$ cat config.mk
export PLATFORM = sky130hd
export DESIGN_NAME = incoming_response_buffer_flat
export DESIGN_NICKNAME = d
export VERILOG_FILES = /design/src/rtl/incoming_response_buffer_if.sv /design/src/rtl/incoming_response_buffer.sv /design/src/flat_wrapper.sv
export SDC_FILE = /design/constraint.sdc
export NUM_CORES = 1
export LEC_CHECK = 0
export CORE_MARGIN = 2
export CORE_UTILIZATION = 58
export CTS_CLUSTER_DIAMETER = 120
export DETAILED_ROUTE_END_ITERATION = 6
export PLACE_DENSITY = 0.79
export SLEW_MARGIN = 20
export SYNTH_ARGS = -nofsm -noshare
export SYNTH_HDL_FRONTEND = slang
export SYNTH_SLANG_ARGS = --single-unit
$ cat constraint.sdc
create_clock -name clk -period 10.2 [get_ports clk]
set_clock_uncertainty 0.2 [all_clocks]
set_input_delay 2.55 -clock clk [delete_from_list [all_inputs] [get_ports clk]]
set_output_delay 2.55 -clock clk [all_outputs]
set_load 0.05 [all_outputs]
$ cat src/rtl/incoming_response_buffer_if.sv
// AXI R-channel beat bundle shared by both sides of the incoming response buffer.
//   sender   : drives id/data/resp/last/valid, samples ready
//   receiver : samples id/data/resp/last/valid, drives ready
//   master/slave are aliases of sender/receiver for bus-style naming.
interface r_if #(
  parameter int ID_WIDTH   = 4,
  parameter int DATA_WIDTH = 64,
  parameter int RESP_WIDTH = 2
);
  logic [ID_WIDTH-1:0]   id;
  logic [DATA_WIDTH-1:0] data;
  logic [RESP_WIDTH-1:0] resp;
  logic                  last;
  logic                  valid;
  logic                  ready;

  modport sender   (output id, data, resp, last, valid, input  ready);
  modport receiver (input  id, data, resp, last, valid, output ready);
  modport master   (output id, data, resp, last, valid, input  ready);
  modport slave    (input  id, data, resp, last, valid, output ready);
endinterface

$ cat src/rtl/incoming_response_buffer.sv
// DEPTH-entry FIFO for AXI R beats on the return side of the reorder path.
// Beats from the AXI slave arrive on r_in and leave oldest-first on r_out.
// With STORE_AND_FWD=1 a burst is held back until its RLAST beat is stored,
// unless the buffer is full or the head burst has already started emitting.
//   clk, rst_n    : clock, asynchronous active-low reset
//   r_in          : R beats in (receiver side, drives ready)
//   r_out         : R beats out (sender side, payload from registered state)
//   count         : number of stored beats
//   bursts_stored : number of stored beats with last=1
module incoming_response_buffer #(
  parameter int ID_WIDTH      = 4,
  parameter int DATA_WIDTH    = 64,
  parameter int RESP_WIDTH    = 2,
  parameter int DEPTH         = 8,
  parameter bit STORE_AND_FWD = 1
) (
  input  logic                         clk,
  input  logic                         rst_n,
  r_if.receiver                        r_in,
  r_if.sender                          r_out,
  output logic [$clog2(DEPTH+1)-1:0]   count,
  output logic [$clog2(DEPTH+1)-1:0]   bursts_stored
);
  localparam int CNT_W = $clog2(DEPTH + 1);
  localparam int PTR_W = (DEPTH > 1) ? $clog2(DEPTH) : 1;

  typedef struct packed {
    logic [ID_WIDTH-1:0]   id;
    logic [DATA_WIDTH-1:0] data;
    logic [RESP_WIDTH-1:0] resp;
    logic                  last;
  } beat_t;

  beat_t            mem_q [DEPTH];
  logic [PTR_W-1:0] wr_ptr_q, wr_ptr_d, rd_ptr_q, rd_ptr_d;
  logic [CNT_W-1:0] count_q, count_d, bursts_q, bursts_d;
  logic             streaming_q, streaming_d;

  logic  full, empty, push, pop, out_valid;
  beat_t head, in_beat;

  // Wrap at DEPTH-1 explicitly so non-power-of-2 depths work.
  function automatic logic [PTR_W-1:0] ptr_inc(input logic [PTR_W-1:0] p);
    return (p == PTR_W'(DEPTH - 1)) ? '0 : p + 1'b1;
  endfunction

  always_comb begin
    full       = (count_q == CNT_W'(DEPTH));
    empty      = (count_q == '0);
    head       = mem_q[rd_ptr_q];
    in_beat    = '{id: r_in.id, data: r_in.data, resp: r_in.resp, last: r_in.last};
    // ready is forced low during reset so nothing is captured while rst_n is low.
    r_in.ready = ~full & rst_n;
    push       = r_in.valid & r_in.ready;
    // Every enabling term only clears on a pop (full can't clear without one
    // because ready=0 blocks pushes), so valid never drops without a handshake.
    if (STORE_AND_FWD) out_valid = ~empty & ((bursts_q != '0) | full | streaming_q);
    else               out_valid = ~empty;
    pop         = out_valid & r_out.ready;
    r_out.valid = out_valid;
    r_out.id    = head.id;
    r_out.data  = head.data;
    r_out.resp  = head.resp;
    r_out.last  = head.last;
  end

  always_comb begin
    wr_ptr_d    = push ? ptr_inc(wr_ptr_q) : wr_ptr_q;
    rd_ptr_d    = pop  ? ptr_inc(rd_ptr_q) : rd_ptr_q;
    count_d     = count_q;
    bursts_d    = bursts_q;
    streaming_d = streaming_q;
    case ({push, pop})
      2'b10:   count_d = count_q + 1'b1;
      2'b01:   count_d = count_q - 1'b1;
      default: ;
    endcase
    case ({push & r_in.last, pop & head.last})
      2'b10:   bursts_d = bursts_q + 1'b1;
      2'b01:   bursts_d = bursts_q - 1'b1;
      default: ;
    endcase
    // Once the head burst has emitted a beat, its remaining beats stream
    // through as they arrive; the last beat out closes the window.
    if (STORE_AND_FWD && pop) streaming_d = ~head.last;
  end

  always_ff @(posedge clk or negedge rst_n) begin
    if (!rst_n) begin
      wr_ptr_q    <= '0;
      rd_ptr_q    <= '0;
      count_q     <= '0;
      bursts_q    <= '0;
      streaming_q <= 1'b0;
    end else begin
      wr_ptr_q    <= wr_ptr_d;
      rd_ptr_q    <= rd_ptr_d;
      count_q     <= count_d;
      bursts_q    <= bursts_d;
      streaming_q <= streaming_d;
    end
  end

  // Storage is not reset; pointers and count define what is live.
  always_ff @(posedge clk) begin
    if (push) mem_q[wr_ptr_q] <= in_beat;
  end

  assign count         = count_q;
  assign bursts_stored = bursts_q;
endmodule

$ cat src/flat_wrapper.sv
// flat-port wrapper written by rule: the top's interface ports become plain ports
module incoming_response_buffer_flat 
#(
  parameter int ID_WIDTH      = 4,
  parameter int DATA_WIDTH    = 64,
  parameter int RESP_WIDTH    = 2,
  parameter int DEPTH         = 8,
  parameter bit STORE_AND_FWD = 1
)
  (clk, rst_n, count, bursts_stored, r_in_id, r_in_data, r_in_resp, r_in_last, r_in_valid, r_in_ready, r_out_id, r_out_data, r_out_resp, r_out_last, r_out_valid, r_out_ready);
  r_if #(.ID_WIDTH(ID_WIDTH), .DATA_WIDTH(DATA_WIDTH), .RESP_WIDTH(RESP_WIDTH)) r_in_i ();
  r_if #(.ID_WIDTH(ID_WIDTH), .DATA_WIDTH(DATA_WIDTH), .RESP_WIDTH(RESP_WIDTH)) r_out_i ();
  input  logic clk;
  input  logic rst_n;
  output logic [$clog2(DEPTH+1)-1:0] count;
  output logic [$clog2(DEPTH+1)-1:0] bursts_stored;
  input wire logic [$bits(r_in_i.id)-1:0] r_in_id;
  input wire logic [$bits(r_in_i.data)-1:0] r_in_data;
  input wire logic [$bits(r_in_i.resp)-1:0] r_in_resp;
  input wire logic [$bits(r_in_i.last)-1:0] r_in_last;
  input wire logic [$bits(r_in_i.valid)-1:0] r_in_valid;
  output wire logic [$bits(r_in_i.ready)-1:0] r_in_ready;
  output wire logic [$bits(r_out_i.id)-1:0] r_out_id;
  output wire logic [$bits(r_out_i.data)-1:0] r_out_data;
  output wire logic [$bits(r_out_i.resp)-1:0] r_out_resp;
  output wire logic [$bits(r_out_i.last)-1:0] r_out_last;
  output wire logic [$bits(r_out_i.valid)-1:0] r_out_valid;
  input wire logic [$bits(r_out_i.ready)-1:0] r_out_ready;
  assign r_in_i.id = r_in_id;
  assign r_in_i.data = r_in_data;
  assign r_in_i.resp = r_in_resp;
  assign r_in_i.last = r_in_last;
  assign r_in_i.valid = r_in_valid;
  assign r_in_ready = r_in_i.ready;
  assign r_out_id = r_out_i.id;
  assign r_out_data = r_out_i.data;
  assign r_out_resp = r_out_i.resp;
  assign r_out_last = r_out_i.last;
  assign r_out_valid = r_out_i.valid;
  assign r_out_i.ready = r_out_ready;
  incoming_response_buffer #(.ID_WIDTH(ID_WIDTH), .DATA_WIDTH(DATA_WIDTH), .RESP_WIDTH(RESP_WIDTH), .DEPTH(DEPTH), .STORE_AND_FWD(STORE_AND_FWD)) u_core (.clk(clk), .rst_n(rst_n), .r_in(r_in_i), .r_out(r_out_i), .count(count), .bursts_stored(bursts_stored));
endmodule
==> results of run 1 <==
## registers in the layout, indices dropped and copies added, names as in the netlist
signal	flops
u_core.mem_q	568
u_core.bursts_stored	4
u_core.count	4
u_core.rd_ptr_q	3
u_core.wr_ptr_q	3
u_core.streaming_q	1
## cells in the final DEF (no fill, tap or decap), drive strengths merged
cell and count:
xor2 2, buf 22, or3 2, or4 2, o21ai 6, nor4 3
nand4b 2, ha 10, a21boi 1, fa 2, inv 12, clkdlybuf4s50 155
mux2 77, and3 1, o31a 1, edfxtp 568, mux4 142, bufinv 1
nand2b 2, clkbuf 79, nor2 4, xnor2 2, nor3b 4, o311ai 2
a21oi 4, nand2 9, nor3 5, clkinv 15, mux2i 2, nor4b 2
dfrtp 15
## power breakdown
part / switching, mW / internal, mW / total [mW]
combinational: 1.66 / 1.26 / 2.92
clock: 0.800 / 1.04 / 1.84
sequential: 0.226 / 2.85 / 3.07
## cells by family (layout without fill, tap and decap cells)
| family | after synthesis | in the layout | share of synthesized area (%) |
|---|---|---|---|
| mux | 221 | 221 | 18.32 |
| xor+xnor | 4 | 4 | 0.1571 |
| compound gates | 14 | 14 | 0.3759 |
| flops | 583 | 583 | 78.16 |
| fa+ha+maj | 12 | 12 | 0.7405 |
| buf+inv | 54 | 284 | 1.302 |
| simple gates | 36 | 36 | 0.9481 |
## worst max-delay path by stage
stage / startpoint / to / slack [ns] / cells after the start
global route: u_core.rd_ptr_q[0] / r_out_data[16] / 2.65 / 5
CTS: u_core.rd_ptr_q[0] / r_out_data[16] / 2.83 / 5
global placement: rst_n / r_in_ready / 2.86 / 3
detailed placement: rst_n / r_in_ready / 2.88 / 3
floorplan: r_in_valid / u_core.mem_q[3][0] / 1.04 / 4
finish: rst_n / r_in_ready / 2.90 / 3
## layer usage
metal	vias up	track usage, %	routed length [um]
met5	-	0	0
li1	4306	-	-
met1	5236	28.91	16520
met2	300	36.18	21080
met4	0	6.612	759
met3	50	4.133	2711
## final cells by class
cell class	instances	area, sq um
Inverter	12	45.04
Clock inverter	16	98.84
Sequential cell	583	17440
Multi-Input combinational cell	287	4653
Tap cell	511	639.4
Fill cell	2322	11630
Timing Repair Buffer	177	1737
Clock buffer	79	1509
## synth_stat cells (3+ instances only)
master and instances:
edfxtp_1 568, nor3b_1 4, nor2_1 4, a21oi_1 4
mux2_2 74, nand2_1 8, dfrtp_1 15, nor4_1 3
clkbuf_1 21, buf_2 10, o21ai_0 6, buf_6 10
inv_1 11, mux4_2 142, mux2_1 3, nor3_1 5
ha_1 10
## tightest hold or removal path: stages (launching register included)
cell and delay (ns):
dfrtp_1 0.34, a21oi_1 0.04, nor2_1 0.08
## stage by stage
stage	hold slack, ns	cells
2_1_floorplan	0.2541	924
3_3_place_gp	0.2702	1569
3_5_place_dp	0.2907	1569
4_1_cts	0.3029	1664
5_1_grt	0.3612	1665
6_report	0.2970	1665
==> flow_summary.yaml, run 1 <==
critical_path:
  cp-start-kind: "input port"
  cp.arrival_ns: 4.55
  crit_path_end_kind: "primary output"
  critPathTopFamily: "buffers and inverters"
  rr_startpoint: "u_core.rd_ptr_q[0]"
  r2r_slack_ns: 5.68
  slowest_stage: "clkdlybuf4s50_1"
  r2r_cells: 9
  critPathMaxStageDelay_ns: 0.92
  path_max_fanout: 17
  path_buf_inv: 2
  crit_top_cell: "clkdlybuf4s50_1"
  cp_cell_sequence: "clkdlybuf4s50_1 > a21boi_0 > clkdlybuf4s50_1"
  worstPathRequired_ns: 7.45
  timing.rr.end: "u_core.bursts_stored[3]"
  critPathKind: "in -> out"
detailed_routing:
  routed_wl_um: 41070
  firstDrtPassIters: 5
  drc: 0
  wl_per_cell_um: 24.67
  vias: 9892
  drt-initial-drc-count: 654
  drtAntennaViolNets: 0
  post_drt_via_cell_ratio: 5.941
timing:
  hold_violations: 0
  setup_tns_ns: 0
  finalMaxSlewViolations: 0
  rsz0062_at_grt: "false"
  fin_crit_ns: 7.295
  setup_slack_ns: 2.905
  worst_pin_slew_ns: 1.094
  max_freq_mhz: 137.1
  period_share_pct: 71.52
  max_slew_margin_pct: 27.09
  setup_violations: 0
global_route:
  grt_pass1_wl_um: 62270
  gr-total-overflow: 0
  first_global_vias: 10370
  antenna_found_initial: 0
  grt_max_degree: 74
  gr-usage-all-layers_pct: 21.45
clock_tree:
  cts_resized: 0
  tritoncts: "yes"
  htree_levels: 2
  cts_buffer_depth: 3
  cts_made_buffers: 54
  path_clk_slew_ns: 0.06
  post_cts_buffers: 0
  cts.sinks: 583
  ctsHoldBuffers: 0
  cts-root-buf: "clkbuf_16"
  clock_latency_ns: 0.60
layout:
  final_core_util_pct: 69.20
  antenna-diode-count: 0
  nets: 1202
  drive_above_1_share_pct: 27.47
  area_delta_synth_final_pct: 17.14
  stdcell_area_sq_um: 26130
synthesis:
  ys_types: 33
  seq_area_frac_synth_pct: 78.16
  syn_avg_cell_area_sq_um: 24.14
  synth_ff_type: "edfxtp_1"
  syn_area_sq_um: 22300
  ys_ff_latch: 583
  yosys_warnings: 0
  yosysTopAreaCellShare_pct: 76.48
  syn_nets: 1011
  synth.top_cells.by_area: "edfxtp_1 76%, mux4_2 14%, mux2_2 3.7%"
  synthCells: 924
  synth_edf_count: 568
  synth_area_leader_cell: "edfxtp_1"
  postSynth.asyncResetShare_pct: 2.573
die:
  die_y_um: 200.1
  rows: 71
  die-width_um: 200.1
  dieArea_sq_um: 40040
  initial_core_util_pct: 59.07
  core_sq_um: 37760
  io_pins: 156
pwr:
  power_mw: 7.835
  vdd_drop_max_uv: 246.2
  p_leak_nw: 8.276
  power_density_nw_per_um2: 299.9
place:
  pre_cts_slack_ns: 2.878
  portBuffers: 155
  place_area_sq_um: 24490
  hpwl_um: 21400
  place.gp.congestion: 0.7259
run_status:
  status: "complete, no violations"
run:
  drv_cap: 0
min_path:
  worstHoldStart: "u_core.streaming_q"
  hold-path-endpoint: "u_core.streaming_q"
  holdCritPathClass: "reg -> reg"
  whs_path_depth: 2
Note: power is estimated with default switching activity, not from simulation.
==> run 2: changes to the inputs <==
CORE_UTILIZATION = 53   (was 58)
PLACE_DENSITY = 0.76   (was 0.79)
clock period = 6.2 ns   (was 10.2 ns; I/O delays follow)
==> flow_summary.yaml, run 2 (synthesized netlist as in run 1, its figures left out) <==
run_status:
  status: "complete, no violations"
clock_tree:
  cts_resized: 0
  tritoncts: "yes"
  cts_buffer_depth: 3
  cts.sinks: 583
  cts_made_buffers: 56
  post_cts_buffers: 0
  clock_latency_ns: 0.59
  htree_levels: 2
  ctsHoldBuffers: 0
  path_clk_slew_ns: 0.06
  cts-root-buf: "clkbuf_16"
detailed_routing:
  post_drt_via_cell_ratio: 5.872
  drc: 0
  vias: 10010
  wl_per_cell_um: 24.87
  routed_wl_um: 42400
  drt-initial-drc-count: 684
  firstDrtPassIters: 5
  drtAntennaViolNets: 0
timing:
  whs_ns: 0.3018
  rsz0062_at_grt: "false"
  setup_violations: 0
  setup_tns_ns: 0
  setup_slack_ns: 0.8667
  worst_pin_slew_ns: 1.008
  finalMaxSlewViolations: 0
  max_slew_margin_pct: 32.78
  fin_crit_ns: 5.333
  max_freq_mhz: 187.5
  period_share_pct: 86.02
  hold_violations: 0
layout:
  largest_reg_flops: 568
  area_delta_synth_final_pct: 18.39
  stdcell_count: 1705
  nets: 1211
  top_register: "u_core.mem_q"
  final_core_util_pct: 63.23
  final_common_cell: "edfxtp_1"
  drive_above_1_share_pct: 28.33
  layout_common_cells: "568 x edfxtp_1, 155 x clkdlybuf4s50_1, 142 x mux4_2"
  fillers: 2747
critical_path:
  cp.arrival_ns: 3.58
  worstPathRequired_ns: 4.45
  path_max_fanout: 38
  crit_path_end_kind: "primary output"
  r2r_cells: 9
  critPathCapture: "r_out_data[58]"
  cp-startpoint: "u_core.rd_ptr_q[0]"
  timing.rr.end: "u_core.bursts_stored[3]"
  r2r_slack_ns: 2.08
  rr_startpoint: "u_core.rd_ptr_q[0]"
  cp-start-kind: "flop"
  critPathKind: "reg -> out"
die:
  core_sq_um: 41760
  io_pins: 156
  die-width_um: 209.1
  die_y_um: 209.1
  rows: 75
  dieArea_sq_um: 43740
  initial_core_util_pct: 53.41
pwr:
  p_leak_nw: 8.393
  power_density_nw_per_um2: 497.1
  vdd_drop_max_uv: 337.4
place:
  hpwl_um: 22400
  portBuffers: 155
  placedCellCount: 1605
  place.gp.congestion: 0.7028
  pre_cts_slack_ns: 1.170
global_route:
  gr-total-overflow: 0
  grt_pass1_wl_um: 64520
  antenna_found_initial: 2
  gr-usage-all-layers_pct: 19.92
  first_global_vias: 10590
  grt_max_degree: 72
run:
  drv_cap: 0
min_path:
  holdCritPathClass: "reg -> reg"
## run 2: changes by cell type in the layout (fill, tap and decap cells not counted), moves of 2 or more
cell	delta
clkinv_2	+4
nor3b_4	+2
bufinv_16	+2
nor3_4	+2
clkinv_1	+9
nor3_2	-2
buf_12	+9
nor3b_2	-2
clkbuf_1	-11
## run 2: metrics by stage
stage	total power [mW]	area [sq um]
after floorplan	8.624	22360
after global placement	10.05	24720
after detailed placement	10.12	24720
after CTS	13.29	26400
after global routing	13.67	26400
final	13.13	26400
## run 2: layout make-up
type,instances,area (sq um),area share [%]
tap,539,674.4,2.554
multi-input combinational,287,4678,17.72
inverter,12,45.04,0.1706
clock inverter,31,211.5,0.8008
antenna,1,2.502,0.009477
sequential,583,17440,66.06
clock buffer,68,1468,5.558
timing repair buffer,184,1882,7.127
## run 2: critical path, cell delays in order (launching register included)
cell and delay [ns]:
dfrtp_4 0.96, buf_4 0.43, mux4_2 0.55, mux2_2 0.31, clkdlybuf4s50_1 0.71
## run 2: worst min-delay path by stage
stage / from / to / slack, ns / cells past startpoint
floorplan: u_core.streaming_q / u_core.streaming_q / 0.25 / 2
global placement: u_core.streaming_q / u_core.streaming_q / 0.28 / 2
detailed placement: u_core.streaming_q / u_core.streaming_q / 0.30 / 2
CTS: u_core.streaming_q / u_core.streaming_q / 0.31 / 2
global route: u_core.streaming_q / u_core.streaming_q / 0.36 / 2
finish: u_core.streaming_q / u_core.streaming_q / 0.30 / 2
## run 2: per-layer routing
layer,part of all wire [%],GRT usage (%),up-vias
met5,0.052,0,-
met1,42,27.05,5347
li1,-,-,4328
met4,2.0,5.640,4
met2,51,33.38,264
met3,5.3,3.922,68
## run 2: report_power, final
group	leakage (nW)	internal (mW)	switching, mW
Clock	0.824	1.79	1.36
Combinational	2.26	2.13	2.79
Sequential	5.30	4.68	0.371
